==> src/rtl/exec_alu_pkg.sv <==
// Shared types for the execute-stage ALU: opcode encoding, divider FSM states, flag bundle.
package exec_alu_pkg;

  typedef enum logic [2:0] {
    OpAdd = 3'b000,
    OpSub = 3'b001,
    OpMul = 3'b010,
    OpDiv = 3'b011,
    OpAnd = 3'b100,
    OpOr  = 3'b101,
    OpXor = 3'b110,
    OpNot = 3'b111
  } alu_op_e;

  typedef enum logic [1:0] {
    StIdle,
    StDivRun,
    StDivFix
  } div_state_e;

  typedef struct packed {
    logic z;
    logic n;
    logic c;
    logic v;
  } flags_t;

endpackage

==> src/rtl/exec_alu_divider.sv <==
// Sequential unsigned restoring divider: one shift/subtract step per cycle, DATA_W steps.
module exec_alu_divider #(
  parameter int DATA_W = 16,
  parameter int CNT_W  = $clog2(DATA_W) + 1
) (
  input  logic              clk,
  input  logic              rst,
  input  logic              start,
  input  logic              stall,
  input  logic [DATA_W-1:0] dividend,
  input  logic [DATA_W-1:0] divisor,
  output logic              done,
  output logic [DATA_W-1:0] quotient
);

  logic              active_q;
  logic [CNT_W-1:0]  cnt_q;
  logic [DATA_W-1:0] rem_q;
  logic [DATA_W-1:0] quo_q;
  logic [DATA_W-1:0] dvs_q;

  logic [DATA_W:0]   rem_sh;
  logic [DATA_W+1:0] trial;
  logic              fits;

  always_comb begin
    rem_sh = {rem_q, quo_q[DATA_W-1]};
    trial  = {1'b0, rem_sh} - {2'b00, dvs_q};
    fits   = ~trial[DATA_W+1];
  end

  always_ff @(posedge clk) begin
    if (rst) begin
      active_q <= 1'b0;
      cnt_q    <= '0;
      rem_q    <= '0;
      quo_q    <= '0;
      dvs_q    <= '0;
    end else if (!stall) begin
      if (start) begin
        active_q <= 1'b1;
        cnt_q    <= CNT_W'(DATA_W);
        rem_q    <= '0;
        quo_q    <= dividend;
        dvs_q    <= divisor;
      end else if (active_q) begin
        if (cnt_q == '0) begin
          active_q <= 1'b0;
        end else begin
          // Remainder stays below the divisor, so the low DATA_W bits are exact.
          rem_q <= fits ? trial[DATA_W-1:0] : rem_sh[DATA_W-1:0];
          quo_q <= {quo_q[DATA_W-2:0], fits};
          cnt_q <= cnt_q - 1'b1;
        end
      end
    end
  end

  assign done     = active_q && (cnt_q == '0);
  assign quotient = quo_q;

endmodule

==> src/rtl/exec_alu.sv <==
// Execute-stage ALU with registered result/flags; DIV is iterative when EXEC_ALU_DIV_EN is
// defined, otherwise DIV completes in one cycle and flags overflow to mark it unsupported.
module exec_alu
  import exec_alu_pkg::*;
#(
  parameter int DATA_W = 16,
  parameter int CNT_W  = $clog2(DATA_W) + 1
) (
  input  logic              clk,
  input  logic              rst,
  input  logic              in_valid,
  output logic              in_ready,
  input  logic [2:0]        alu_op,
  input  logic [DATA_W-1:0] op_a,
  input  logic [DATA_W-1:0] op_b,
  input  logic              stall,
  output logic              out_valid,
  output logic [DATA_W-1:0] result,
  output logic              flag_z,
  output logic              flag_n,
  output logic              flag_c,
  output logic              flag_v,
  output logic              div_zero,
  output logic              busy
);

  alu_op_e op;
  logic    accept;
  logic    is_sc;

  assign op     = alu_op_e'(alu_op);
  assign accept = in_valid && in_ready;

  // Single-cycle datapath
  logic [DATA_W:0]     sum_w;
  logic [DATA_W:0]     dif_w;
  logic [2*DATA_W-1:0] prod_w;
  logic [DATA_W-1:0]   sc_res;
  logic                sc_c;
  logic                sc_v;

  always_comb begin
    sum_w  = {1'b0, op_a} + {1'b0, op_b};
    dif_w  = {1'b0, op_a} - {1'b0, op_b};
    prod_w = {{DATA_W{op_a[DATA_W-1]}}, op_a} * {{DATA_W{op_b[DATA_W-1]}}, op_b};
  end

  always_comb begin
    sc_res = '0;
    sc_c   = 1'b0;
    sc_v   = 1'b0;
    unique case (op)
      OpAdd: begin
        sc_res = sum_w[DATA_W-1:0];
        sc_c   = sum_w[DATA_W];
        sc_v   = (op_a[DATA_W-1] == op_b[DATA_W-1]) && (sum_w[DATA_W-1] != op_a[DATA_W-1]);
      end
      OpSub: begin
        sc_res = dif_w[DATA_W-1:0];
        sc_c   = dif_w[DATA_W];
        sc_v   = (op_a[DATA_W-1] != op_b[DATA_W-1]) && (dif_w[DATA_W-1] != op_a[DATA_W-1]);
      end
      OpMul: begin
        sc_res = prod_w[DATA_W-1:0];
        // Product fits only if the upper half is a pure sign extension of bit DATA_W-1.
        sc_v   = prod_w[2*DATA_W-1:DATA_W-1] != {(DATA_W+1){prod_w[DATA_W-1]}};
      end
      OpDiv: begin
`ifndef EXEC_ALU_DIV_EN
        sc_v = 1'b1;
`endif
      end
      OpAnd: sc_res = op_a & op_b;
      OpOr:  sc_res = op_a | op_b;
      OpXor: sc_res = op_a ^ op_b;
      OpNot: sc_res = ~op_a;
    endcase
  end

  logic [DATA_W-1:0] result_d, result_q;
  flags_t            flags_d, flags_q;
  logic              div_zero_d, div_zero_q;
  logic              out_valid_d, out_valid_q;

`ifdef EXEC_ALU_DIV_EN
  div_state_e        state_d, state_q;
  logic              sign_a_q, sign_b_q, b_zero_q;
  logic              div_start;
  logic              div_done;
  logic [DATA_W-1:0] abs_a, abs_b;
  logic [DATA_W-1:0] div_quo;
  logic              neg;
  logic [DATA_W-1:0] fix_res;
  logic              fix_v;

  assign is_sc     = (op != OpDiv);
  assign div_start = accept && (op == OpDiv);
  assign abs_a     = op_a[DATA_W-1] ? -op_a : op_a;
  assign abs_b     = op_b[DATA_W-1] ? -op_b : op_b;

  exec_alu_divider #(
    .DATA_W (DATA_W),
    .CNT_W  (CNT_W)
  ) u_divider (
    .clk      (clk),
    .rst      (rst),
    .start    (div_start),
    .stall    (stall),
    .dividend (abs_a),
    .divisor  (abs_b),
    .done     (div_done),
    .quotient (div_quo)
  );

  always_ff @(posedge clk) begin
    if (rst) begin
      state_q  <= StIdle;
      sign_a_q <= 1'b0;
      sign_b_q <= 1'b0;
      b_zero_q <= 1'b0;
    end else if (!stall) begin
      state_q <= state_d;
      if (div_start) begin
        sign_a_q <= op_a[DATA_W-1];
        sign_b_q <= op_b[DATA_W-1];
        b_zero_q <= (op_b == '0);
      end
    end
  end

  always_comb begin
    state_d = state_q;
    unique case (state_q)
      StIdle:   if (div_start) state_d = StDivRun;
      StDivRun: if (div_done) state_d = StDivFix;
      StDivFix: state_d = StIdle;
      default:  state_d = StIdle;
    endcase
  end

  always_comb begin
    in_ready = (state_q == StIdle) && !stall;
    busy     = (state_q != StIdle);
  end

  // Truncation toward zero: divide magnitudes, then negate if signs differ.
  always_comb begin
    neg     = sign_a_q ^ sign_b_q;
    fix_res = b_zero_q ? '1 : (neg ? -div_quo : div_quo);
    fix_v   = !b_zero_q && !neg && div_quo[DATA_W-1];
  end
`else
  logic unused_cnt_w;

  assign unused_cnt_w = ^CNT_W;
  assign is_sc        = 1'b1;
  assign in_ready     = !stall;
  assign busy         = 1'b0;
`endif

  always_comb begin
    result_d    = result_q;
    flags_d     = flags_q;
    div_zero_d  = div_zero_q;
    out_valid_d = 1'b0;
    if (accept && is_sc) begin
      result_d    = sc_res;
      flags_d.z   = (sc_res == '0);
      flags_d.n   = sc_res[DATA_W-1];
      flags_d.c   = sc_c;
      flags_d.v   = sc_v;
      div_zero_d  = 1'b0;
      out_valid_d = 1'b1;
    end
`ifdef EXEC_ALU_DIV_EN
    if (state_q == StDivFix) begin
      result_d    = fix_res;
      flags_d.z   = (fix_res == '0);
      flags_d.n   = fix_res[DATA_W-1];
      flags_d.c   = 1'b0;
      flags_d.v   = fix_v;
      div_zero_d  = b_zero_q;
      out_valid_d = 1'b1;
    end
`endif
  end

  // Stall freezes everything, which also defers a pending out_valid pulse.
  always_ff @(posedge clk) begin
    if (rst) begin
      result_q    <= '0;
      flags_q     <= '0;
      div_zero_q  <= 1'b0;
      out_valid_q <= 1'b0;
    end else if (!stall) begin
      result_q    <= result_d;
      flags_q     <= flags_d;
      div_zero_q  <= div_zero_d;
      out_valid_q <= out_valid_d;
    end
  end

  assign out_valid = out_valid_q && !stall;
  assign result    = result_q;
  assign flag_z    = flags_q.z;
  assign flag_n    = flags_q.n;
  assign flag_c    = flags_q.c;
  assign flag_v    = flags_q.v;
  assign div_zero  = div_zero_q;

endmodule

==> config.mk <==
export PLATFORM = sky130hd
export DESIGN_NAME = exec_alu
export DESIGN_NICKNAME = d
export VERILOG_FILES = /design/src/rtl/exec_alu_pkg.sv /design/src/rtl/exec_alu_divider.sv /design/src/rtl/exec_alu.sv
export SDC_FILE = /design/constraint.sdc
export NUM_CORES = 1
export LEC_CHECK = 0
export CORE_ASPECT_RATIO = 0.75
export CORE_MARGIN = 10
export CORE_UTILIZATION = 37
export CTS_CLUSTER_SIZE = 25
export DETAILED_ROUTE_END_ITERATION = 6
export PLACE_DENSITY = 0.54
export SYNTH_ARGS = -nofsm -noshare
export SYNTH_HDL_FRONTEND = slang
export SYNTH_SLANG_ARGS = --single-unit
==> constraint.sdc <==
create_clock -name clk -period 21.8 [get_ports clk]
set_input_delay 3.27 -clock clk [delete_from_list [all_inputs] [get_ports clk]]
set_output_delay 3.27 -clock clk [all_outputs]
set_load 0.005 [all_outputs]
==> flow_summary.yaml, run 1 <==
routing:
  drt-initial-drc-count: 996
  wl_per_cell_um: 20.34
  ant_nets: 0
  vias: 10743
  wl_um: 40720
  routed_via_density: 5.366
  first_pass_iters: 5
  drc_errors: 0
synth:
  synth.top_cell.area_share_pct: 40.52
  ys_top_cells_by_area: "fa_1 41%, ha_1 13%, inv_1 8.1%"
  synth_cells: 1541
  synth_top_area_cell: "fa_1"
  ys_ff_latch: 20
  synth_edf_count: 0
  synth-main-ff-cell: "dfxtp_1"
  synth_cell_types: 84
  synth_area_um2: 13040
  async_reset_ff_share_pct: 0
  yosysSeqAreaShare_pct: 3.070
  postSynthAreaPerCell_um2: 8.464
  ys_warn_count: 0
setup_path:
  crit_path_end_kind: "register"
  critPathMaxStageDelay_ns: 0.76
  path_cells: "clkdlybuf4s50_1, clkinv_1, nor2_1, fa_1, fa_1, inv_1, fa_1, fa_1, fa_1, fa_1, inv_1, ha_1, a21oi_1, a21boi_0, a311oi_1, o31ai_4, a31oi_1, o21a_1, xor2_1, or4b_1, a221oi_2, a31oi_1"
  required_ns: 21.95
  worstSetupPathType: "in2reg"
  cp_max_fo: 10
  cp.arrival_ns: 11.24
  slowest_stage: "clkdlybuf4s50_1"
  startpoint_type: "input pin"
  cp_top_family: "adder cells"
  cpMostUsedCell: "fa_1"
  worst-path-buf-inv: 4
layout:
  nNetsFinal: 1981
  area_growth_pct: 7.847
  final_layout_size_suffix_gt1_share_pct: 3.495
  num_antenna_cells: 0
  final_core_util_pct: 40.45
sta:
  fmax_ghz: 0.09016
  finalHoldViolCount: 0
  min_period_ns: 11.09
  rsz0062_at_grt: "no"
  worst_pin_slew_ns: 0.9193
  fin_tns_setup_ns: 0
  fin_crit_sh_pct: 50.88
  drv_slew: 0
  clock_skew_ns: 0
  setup_viol: 0
  setup_ws_ns: 10.71
  relSlewSlack_pct: 38.27
clock_network:
  h-tree-depth: 1
  cts_hold_buf: 0
  cts-root-buf: "clkbuf_16"
  cts_tree: "built"
  clock_latency_ns: 0.25
  clk_pin_slew_ns: 0.07
  cts_sinks: 20
  clock_path_buffers: 2
  post-cts-setup-buffers: 0
  numCtsBuffers: 3
  cts_resized: 0
global_route:
  grt_pass1_wl_um: 64430
  grtUsageTotal_pct: 18.73
  overflow: 0
  grt_max_degree: 59
  antenna_found_initial: 0
  grt_pass1_vias: 10985
die:
  rows: 59
  core_um2: 34770
  dieArea_um2: 43240
  die_x_um: 236.8
  ios: 63
  die-height_um: 182.6
  initial_core_util_pct: 37.51
placement:
  place_ws_ns: 10.59
  io_buffers: 60
  hpwl_um: 35040
  place_congestion: 0.9623
run_status:
  status: "finished, final reports clean"
run:
  drv_cap: 0
hold_path:
  hp-class: "reg2reg"
## cell usage in the layout (no fill, tap or decap), types with 10 or more instances in the layout
master / count
a211oi_1: 17
xor2_1: 13
ha_1: 131
o21ai_0: 40
o211ai_1: 12
fa_1: 264
a21oi_1: 55
dfxtp_1: 20
nor2_1: 149
nand2_1: 205
inv_1: 283
clkinv_1: 11
clkdlybuf4s50_1: 59
buf_4: 14
xnor2_1: 35
o21a_1: 10
nand2b_1: 11
mux2i_1: 10
nor3_1: 19
nand3_1: 23
a31oi_1: 12
## layer usage
metal	global-route usage, %	part of all wire (%)
met1	27.72	46
met2	26.91	42
met3	5.508	11
met4	2.034	0.84
met5	0	0
## tightest hold or removal path: stages, from the launching register on
cell     delay (ns)
dfxtp_1        0.30
nand2_1        0.05
a21oi_1        0.05
## path summary, 6_finish.rpt
check	startpoint	to	slack, ns	depth (start not counted)
worst max-delay path	op_b[5]	flag_v	10.71	22
worst min-delay path	out_valid_q	out_valid_q	0.45	2
worst max register to register	flag_v	flag_v	20.39	4
worst min register to register	out_valid_q	out_valid_q	0.45	2
## state kept, by name, indices dropped and copies added, names as in the netlist
signal and cells:
result 16, flag_c 1, flag_v 1, flag_z 1, out_valid_q 1
## cell type report
| cell class | instances | area (um2) |
|---|---|---|
| inverter | 295 | 1107 |
| clock buffer | 3 | 75.07 |
| fill | 3501 | 20700 |
| timing repair buffer | 74 | 700.7 |
| multi-input combinational | 1153 | 11210 |
| sequential | 20 | 400.4 |
| tap | 457 | 571.8 |
## cell families after synthesis
family	synth area share [%]
DFF	3.070
AOI/OAI and AO/OA	12.62
and+or+nand+nor	15.14
other	0.02875
muxes	1.804
adders and majority gates	53.09
buffers and inverters	11.02
xor gates and xnor gates	3.223
## synthesized netlist by cell type (5+ instances only)
cell and number:
a211oi_1 17, a21o_1 8, a21oi_1 55, a221oi_1 7, a31oi_1 12, buf_1 5, buf_2 5, buf_4 5
clkbuf_1 56, clkinv_1 11, dfxtp_1 20, fa_1 264, ha_1 131, inv_1 283, mux2i_1 10, mux4_2 6
nand2_1 205, nand2b_1 11, nand3_1 23, nand4_1 5, nor2_1 149, nor2b_1 8, nor3_1 19, nor4_1 6
o211ai_1 12, o21a_1 10, o21ai_0 40, o21bai_1 7, o221ai_1 8, or2_2 8, xnor2_1 35, xor2_1 13
## per-stage QoR
step	hold slack, ns	area, um2	cells
2_1_floorplan	0.4318	13050	1542
3_3_place_gp	0.4448	13990	1999
3_5_place_dp	0.4459	13990	1999
4_1_cts	0.4546	14070	2002
5_1_grt	0.4633	14070	2002
6_report	0.4524	14070	2002
Power of run 1 is not shown: default switching activity piles up to over one toggle a cycle in this logic, so the estimate is an artifact.
==> inputs of run 2 (changes only) <==
Settings changed: PLACE_DENSITY 0.54 to 0.56.
Clock period 21.8 ns to 10.1 ns, I/O delays scaled along.
==> run 2 against run 1 <==
Compared with the run above:
- hold slack better by 0.0084 ns
- sequential share of layout area about the same
- routed wire length up 0.16%
- global-route usage is 0.17 points lower
- setup slack got worse by 9.6 ns
- clock skew is the same
- sequential cell count unchanged
- core utilization rose by 0.47 points
- critical path depth unchanged
- critical path type unchanged
==> flow_summary.yaml, run 2 (synthesized netlist as in run 1, its figures left out) <==
setup_path:
  worstSetupPathType: "in2reg"
  required_ns: 10.24
  worstRegToRegCells: 4
  r2r_slack_ns: 8.62
  crit_path_end_kind: "register"
  cp_max_fo: 10
  startpoint_type: "input pin"
  cp.arrival_ns: 9.12
global_route:
  overflow: 0
  grt_pass1_wl_um: 63730
  antenna_found_initial: 0
  grt_max_degree: 59
  grtUsageTotal_pct: 18.56
  grt_pass1_vias: 10875
sta:
  finalHoldViolCount: 0
  min_period_ns: 8.972
  rsz0062_at_grt: "no"
  fin_tns_setup_ns: 0
  drv_slew: 0
  fin_crit_sh_pct: 88.83
  fmax_ghz: 0.1115
  setup_viol: 0
  relSlewSlack_pct: 41.04
  clock_skew_ns: 0
  worst_pin_slew_ns: 0.8781
routing:
  drc_errors: 0
  wl_per_cell_um: 20.16
  ant_nets: 0
  routed_via_density: 5.343
  vias: 10808
  first_pass_iters: 5
  wl_um: 40780
  drt-initial-drc-count: 968
placement:
  hpwl_um: 35100
  io_buffers: 60
  place_congestion: 0.9416
clock_network:
  numCtsBuffers: 3
  h-tree-depth: 1
  cts_tree: "built"
  cts-root-buf: "clkbuf_16"
  cts_hold_buf: 0
  cts_sinks: 20
  post-cts-setup-buffers: 0
  clk_pin_slew_ns: 0.07
  clock_path_buffers: 2
  cts_resized: 0
  clock_latency_ns: 0.25
hold_path:
  min_path_cells: 2
  hp-class: "reg2reg"
run:
  drv_cap: 0
die:
  core_um2: 34770
  die-height_um: 182.6
  initial_core_util_pct: 37.51
  rows: 59
  ios: 63
  die_x_um: 236.8
  dieArea_um2: 43240
layout:
  layout_commonest_cell: "inv_1"
  largest_register_ffs: 16
  nNetsFinal: 2001
  final_layout_size_suffix_gt1_share_pct: 4.789
  fillers: 3556
  area_growth_pct: 9.104
  final_cell_mix: "283 x inv_1, 264 x fa_1, 205 x nand2_1, 149 x nor2_1, 131 x ha_1"
  num_antenna_cells: 0
run_status:
  status: "finished, final reports clean"
==> run 2: changes by cell type in the layout (fill, tap and decap cells not counted) <==
cell / before / now
buf_4: 14 / 34
clkbuf_8: 0 / 1
==> run 2: path summary, 6_finish.rpt <==
path / startpoint / endpoint
worst max register to register: flag_v / flag_v
worst min register to register: result[1] / result[1]
worst max-delay path: op_b[5] / flag_v
worst min-delay path: result[1] / result[1]
==> run 2: metal layers <==
layer | vias up | global-route usage [%] | wire (um)
met3 | 28 | 6.454 | 4659
met1 | 5415 | 27.03 | 18870
met5 | - | 0 | 0
li1 | 4947 | - | -
met2 | 418 | 25.69 | 16550
met4 | 0 | 3.661 | 697
==> run 2: per-stage QoR <==
stage	instances	setup WS, ns	cell area, um2	util (%)	hold WS (ns)
after global placement	2019	1.036	14140	40.67	0.4413
after CTS	2023	1.173	14230	40.93	0.4600
final	2023	1.128	14230	40.93	0.4608
after floorplan	1542	2.147	13050	-	0.4318
after detailed placement	2019	0.9249	14140	40.67	0.4493
after global routing	2023	0.7552	14230	40.93	0.4753
==> run 2: final cells by class <==
type / instances / area [um2] / share of cell area (%)
Multi-Input combinational cell: 1153 / 11210 / 78.78
Inverter: 295 / 1107 / 7.782
Timing Repair Buffer: 94 / 850.8 / 5.979
Tap cell: 457 / 571.8 / 4.018
Sequential cell: 20 / 400.4 / 2.814
Clock buffer: 4 / 88.84 / 0.6243
==> run 2: critical path, stage by stage <==
cell             delay (ns)
clkdlybuf4s50_1        0.72
clkinv_1               0.45
nor2_1                 0.31
fa_1                   0.55
fa_1                   0.49
inv_1                  0.33
fa_1                   0.51
fa_1                   0.56
fa_1                   0.43
fa_1                   0.49
inv_1                  0.04
ha_1                   0.35
a21oi_1                0.17
a21boi_0               0.10
a311oi_1               0.39
o31ai_4                0.17
xnor2_1                0.17
nand4b_1               0.18
nor4_1                 0.28
or4b_1                 0.48
a221oi_2               0.28
a31oi_1                0.12
Power of run 2 is left out for the same reason.
==> inputs of run 3 (changes only) <==
Settings changed: CAP_MARGIN set to 25.
==> results of run 3 <==
The final DEF is identical to that of run 2; final timing and power are the same.
Power of run 3 is left out for the same reason.
